## src/rtl/counter_sched_pkg.sv

```systemverilog
// Shared types for the counter ramp scheduler: FSM state encoding and default width.
package counter_sched_pkg;

  localparam int DEFAULT_WIDTH = 4;

  typedef enum logic [1:0] {
    IDLE = 2'd0,
    LOAD = 2'd1,
    RAMP = 2'd2,
    DONE = 2'd3
  } sched_state_e;

endpackage

```

## src/rtl/rr_arbiter.sv

```systemverilog
// Combinational round-robin arbiter: first asserted request at or after ptr wins.
module rr_arbiter #(
  parameter int NUM_REQ = 4
) (
  input  logic [NUM_REQ-1:0]         req,
  input  logic [$clog2(NUM_REQ)-1:0] ptr,
  input  logic                       enable,
  output logic [NUM_REQ-1:0]         grant,
  output logic [$clog2(NUM_REQ)-1:0] grant_idx,
  output logic                       hit
);

  localparam int IDX_W = $clog2(NUM_REQ);

  always_comb begin
    int                cand;
    logic [IDX_W-1:0]  cand_idx;
    grant     = '0;
    grant_idx = '0;
    hit       = 1'b0;
    cand      = 0;
    cand_idx  = '0;
    for (int k = 0; k < NUM_REQ; k++) begin
      // Wrap the search so the scan covers every requester exactly once.
      cand     = (int'(ptr) + k) % NUM_REQ;
      cand_idx = IDX_W'(cand);
      if (enable && !hit && req[cand_idx]) begin
        hit             = 1'b1;
        grant[cand_idx] = 1'b1;
        grant_idx       = cand_idx;
      end
    end
  end

endmodule

```

## src/rtl/counter_ramp_scheduler.sv

```systemverilog
// Arbitrates NUM_REQ requesters onto one up/down/load counter, ramping or loading to target.
// Optional ramp watchdog enabled by defining COUNTER_RAMP_SCHED_WDOG_EN.
module counter_ramp_scheduler
  import counter_sched_pkg::*;
#(
  parameter int WIDTH     = DEFAULT_WIDTH,
  parameter int NUM_REQ   = 4,
  parameter int MAX_STEPS = 20
) (
  input  logic                       clk,
  input  logic                       rst,
  input  logic [NUM_REQ-1:0]         req_valid,
  input  logic [NUM_REQ-1:0]         req_load,
  input  logic [NUM_REQ*WIDTH-1:0]   req_target,
  output logic [NUM_REQ-1:0]         req_ready,
  output logic [NUM_REQ-1:0]         req_done,
  input  logic [WIDTH-1:0]           cnt_count,
  output logic                       cnt_load,
  output logic                       cnt_up,
  output logic                       cnt_down,
  output logic [WIDTH-1:0]           cnt_in,
  output logic                       busy,
`ifdef COUNTER_RAMP_SCHED_WDOG_EN
  output logic                       wdog_err,
`endif
  output logic [$clog2(NUM_REQ)-1:0] grant_id
);

  localparam int IDX_W = $clog2(NUM_REQ);

  sched_state_e     state_q, state_d;
  logic [IDX_W-1:0] rr_ptr_q, rr_ptr_d;
  logic [IDX_W-1:0] grant_id_q, grant_id_d;
  logic [WIDTH-1:0] target_q, target_d;

  logic [NUM_REQ-1:0] arb_grant;
  logic [IDX_W-1:0]   arb_idx;
  logic               arb_hit;

`ifdef COUNTER_RAMP_SCHED_WDOG_EN
  localparam int STEP_W = $clog2(MAX_STEPS + 1);
  logic [STEP_W-1:0] step_q, step_d;
  logic              wdog_q, wdog_d;
`endif

  rr_arbiter #(.NUM_REQ(NUM_REQ)) u_arb (
    .req       (req_valid),
    .ptr       (rr_ptr_q),
    .enable    (state_q == IDLE),
    .grant     (arb_grant),
    .grant_idx (arb_idx),
    .hit       (arb_hit)
  );

  always_comb begin
    state_d    = state_q;
    rr_ptr_d   = rr_ptr_q;
    grant_id_d = grant_id_q;
    target_d   = target_q;
    req_ready  = arb_grant;
    req_done   = '0;
    cnt_load   = 1'b0;
    cnt_up     = 1'b0;
    cnt_down   = 1'b0;
    cnt_in     = '0;
`ifdef COUNTER_RAMP_SCHED_WDOG_EN
    step_d     = step_q;
    wdog_d     = wdog_q;
    wdog_err   = 1'b0;
`endif
    case (state_q)
      IDLE: begin
        if (arb_hit) begin
          target_d   = req_target[arb_idx*WIDTH +: WIDTH];
          grant_id_d = arb_idx;
          rr_ptr_d   = (arb_idx == IDX_W'(NUM_REQ - 1)) ? '0 : arb_idx + 1'b1;
          state_d    = req_load[arb_idx] ? LOAD : RAMP;
`ifdef COUNTER_RAMP_SCHED_WDOG_EN
          step_d     = '0;
          wdog_d     = 1'b0;
`endif
        end
      end
      LOAD: begin
        cnt_load = 1'b1;
        cnt_in   = target_q;
        state_d  = DONE;
      end
      RAMP: begin
        // Normal completion takes priority over a watchdog expiry in the same cycle.
        if (cnt_count == target_q) begin
          state_d = DONE;
`ifdef COUNTER_RAMP_SCHED_WDOG_EN
        end else if (step_q == STEP_W'(MAX_STEPS)) begin
          state_d = DONE;
          wdog_d  = 1'b1;
`endif
        end else begin
          cnt_up   = (cnt_count < target_q);
          cnt_down = (cnt_count > target_q);
`ifdef COUNTER_RAMP_SCHED_WDOG_EN
          step_d   = step_q + 1'b1;
`endif
        end
      end
      DONE: begin
        req_done[grant_id_q] = 1'b1;
        state_d              = IDLE;
`ifdef COUNTER_RAMP_SCHED_WDOG_EN
        wdog_err             = wdog_q;
        wdog_d               = 1'b0;
`endif
      end
      default: state_d = IDLE;
    endcase
  end

  always_ff @(posedge clk) begin
    if (rst) begin
      state_q    <= IDLE;
      rr_ptr_q   <= '0;
      grant_id_q <= '0;
      target_q   <= '0;
`ifdef COUNTER_RAMP_SCHED_WDOG_EN
      step_q     <= '0;
      wdog_q     <= 1'b0;
`endif
    end else begin
      state_q    <= state_d;
      rr_ptr_q   <= rr_ptr_d;
      grant_id_q <= grant_id_d;
      target_q   <= target_d;
`ifdef COUNTER_RAMP_SCHED_WDOG_EN
      step_q     <= step_d;
      wdog_q     <= wdog_d;
`endif
    end
  end

  assign busy     = (state_q != IDLE);
  assign grant_id = grant_id_q;

endmodule

```

## config.mk

```make
export PLATFORM = sky130hd
export DESIGN_NAME = counter_ramp_scheduler
export DESIGN_NICKNAME = d
export VERILOG_FILES = /design/src/rtl/counter_sched_pkg.sv /design/src/rtl/rr_arbiter.sv /design/src/rtl/counter_ramp_scheduler.sv
export SDC_FILE = /design/constraint.sdc
export NUM_CORES = 1
export LEC_CHECK = 0
export CORE_UTILIZATION = 40
export CTS_CLUSTER_DIAMETER = 50
export DETAILED_ROUTE_END_ITERATION = 8
export GPL_ROUTABILITY_DRIVEN = 0
export PLACE_DENSITY = 0.74
export SLEW_MARGIN = 20
export SYNTH_ARGS = -nofsm -noshare
export SYNTH_HDL_FRONTEND = slang
export SYNTH_SLANG_ARGS = --single-unit
```

## constraint.sdc

```tcl
create_clock -name clk -period 3.7 [get_ports clk]
set_input_delay 1.11 -clock clk [delete_from_list [all_inputs] [get_ports clk]]
set_output_delay 1.11 -clock clk [all_outputs]
set_load 0.03 [all_outputs]
```

==> results.py <==
metrics = {
    "critical_path": {
        "critPathCaptureType": "output port",
        "cp.arrival_ns": 2.58,
        "slowest_delay_ns": 0.48,
        "rrSetupSlack_ns": 0.99,
        "cp-start-kind": "input pin",
        "crit_slowest_cell": "mux4_2",
        "crit_family": "simple AND/OR/NAND/NOR gates",
        "required_ns": 2.59,
        "cp_num_buf_inv": 2,
        "critical_path_class": "input pin to output port",
        "path_cells": "buf_8 -> mux4_2 -> nor2b_4 -> or3_4 -> o211ai_1 -> buf_4",
        "cp_max_fo": 5,
    },
    "global_routing": {
        "grt_pass1_vias": 1330,
        "grt_overflow_total": 0,
        "grt_use_total": 0.220,
        "antenna_found_initial": 0,
        "grt_pass1_wl_um": 5830,
        "grt_max_degree": 14,
    },
    "power_and_ir_drop": {
        "total_power_uw": 1240,
        "power.density_nw_per_um2": 658,
        "p_leak_uw": 0.000850,
        "ir_drop_mv": 0.292,
    },
    "job": {
        "drv_cap": 0,
    },
    "logic_synthesis": {
        "synth_commonest_cells": "mux2i_1, inv_1, ha_1, dfxtp_1, nor2_1",
        "synth_top_area_frac": 0.162,
        "synthTopCellsByArea": "dfxtp_1, mux2i_1, ha_1, inv_1, mux4_2",
        "synth-edff-count": 0,
        "synth_flop_cell": "dfxtp_1",
        "synth.cell_area_um2": 1240,
        "synth_fp_nets": 190,
        "ys_ff_latch": 10,
        "synth_cell_types": 46,
        "synth.most_common_cell": "mux2i_1",
        "syn_area_per_cell_um2": 8.36,
        "seq_area_frac_synth": 0.162,
        "yosysWarnings": 0,
        "synth_top_area_cell": "dfxtp_1",
        "async_flop_share": 0,
        "synthCells": 148,
    },
    "routing": {
        "vias": 1344,
        "drtIter0Drc": 129,
        "via_per_inst": 5.58,
        "drtPass1Iterations": 6,
        "drcViolationCount": 3,
        "wl_um": 3460,
        "wl_per_cell_um": 14.3,
        "ant_nets": 0,
    },
    "timing": {
        "fin_skew_ns": 0.00113,
        "fin_crit_ns": 3.69,
        "finalCritPeriodShare": 0.997,
        "final_max_slew_viol_count": 0,
        "timing.final.ws_setup_ns": 0.0116,
        "whs_ns": 0.521,
        "rsz0062_at_grt": "yes",
        "relSlewSlack": 0.669,
        "hold_viol": 0,
        "finalSetupViolCount": 0,
        "tightest_slew_ns": 0.494,
        "clock.fmax_mhz": 271,
    },
    "die": {
        "initial_utilization": 0.434,
        "die_x_um": 57.6,
        "io_pins": 48,
        "rows": 19,
        "die_h_um": 57.6,
        "core_area_um2": 2850,
        "fp.dieArea_um2": 3320,
    },
    "run_status": {
        "violations": "DRC",
        "status": "finished with violations",
    },
    "layout": {
        "fillCellCount": 262,
        "post-route-util": 0.659,
        "synthToLayoutAreaGrowth_pct": 51.9,
        "post_route_cells_drive_above_1_share": 0.219,
        "stdcell_count": 241,
        "finalNetCount": 254,
        "diodes": 0,
    },
    "clock_network": {
        "clk_path_buf_depth": 2,
        "clock-sinks": 10,
        "tritoncts": "built",
        "cts_root_buf": "clkbuf_4",
        "clk_latency_ns": 0.26,
        "numCtsBuffers": 3,
        "clkSlewWorstSetupHoldPaths_ns": 0.06,
        "ctsHtreeMaxLevel": 1,
    },
    "placement": {
        "io_buffers": 47,
        "numPlacedInstances": 237,
        "dpl_worst_slack_ns": -0.458,
        "dp_hpwl_um": 2800,
    },
    "hold_path": {
        "hold_class": "register to register",
    },
}
per-stage QoR:
stage / setup TNS (ns) / cell area [um2]
finish: 0 / 1880
global route: -0.128 / 1880
CTS: -0.0498 / 1870
detailed placement: -2.27 / 1830
global placement: -1.92 / 1830
floorplan: -0.446 / 1270
state kept, by name, indices dropped and copies added (netlist names):
| register | cells |
|---|---|
| grant_id | 2 |
| state_q | 2 |
| target_q | 4 |
| rr_ptr_q | 2 |
layer usage:
| layer | vias to the layer above | routed length, um | track usage |
|---|---|---|---|
| met5 | - | 0 | 0 |
| met4 | 0 | 13 | 0.0523 |
| met3 | 2 | 190 | 0.0290 |
| met2 | 56 | 1790 | 0.407 |
| met1 | 613 | 1460 | 0.269 |
| li1 | 673 | - | - |
cell usage in the layout, fill, tap and decap left out, types with 2 or more instances in the layout:
cell	Yosys	final
clkdlybuf4s50_1	0	36
buf_4	0	23
mux2i_1	16	16
inv_1	15	15
ha_1	12	12
nor2_1	10	10
dfxtp_1	10	10
nand2_1	9	9
and2_1	6	5
a22oi_1	4	4
o211ai_1	4	4
a21oi_1	5	4
or3_1	4	4
nand2b_1	3	3
o221ai_1	3	3
clkbuf_4	0	3
buf_6	2	3
mux4_2	2	2
or2_4	1	2
or3_4	2	2
and3_1	2	2
mux2_2	2	2
a211oi_1	2	2
nor3_1	2	2
o21ai_0	3	2
nand3_1	2	2
nand3b_1	2	2
buf_8	0	2
worst paths after layout:
kind	from	endpoint	cells after the start
max	req_valid[2]	req_ready[3]	6
min	grant_id[1]	grant_id[1]	2
max reg2reg	rr_ptr_q[0]	target_q[3]	10
min reg2reg	grant_id[1]	grant_id[1]	2
where the power goes:
| group | internal (uW) | leakage, uW | switching (uW) |
|---|---|---|---|
| clock network | 37.5 | 0.0000138 | 35.6 |
| registers | 151 | 0.0000828 | 37.1 |
| logic | 449 | 0.000753 | 527 |
layout make-up:
cell class | count | area, um2 | share of cell area
Clock buffer | 3 | 22.5 | 0.0120
Timing Repair Buffer | 66 | 614 | 0.327
Sequential cell | 10 | 200 | 0.107
Multi-Input combinational cell | 116 | 947 | 0.504
Inverter | 15 | 56.3 | 0.0300
Tap cell | 31 | 38.8 | 0.0206
cell families after synthesis:
group           count (synthesis)  synth area share
simple gates                   50             0.234
compound gates                 34             0.218
fa+ha+maj                      12             0.121
flops                          10             0.162
mux                            20             0.184
buf+inv                        22            0.0809
worst min-delay path, stage by stage (launching register included):
cell and delay [ns]:
dfxtp_1 0.35, nand2_1 0.07, a21oi_1 0.06
what timing repair did:
action / in CTS / in global routing
gates resized for setup: 34 / 2
hold buffers: 0 / 0
pin swaps: 5 / 8
buffers inserted: 1 / 0
endpoints found under the setup margin: 6 / 6
No activity file was read; power rests on OpenSTA's default activity.
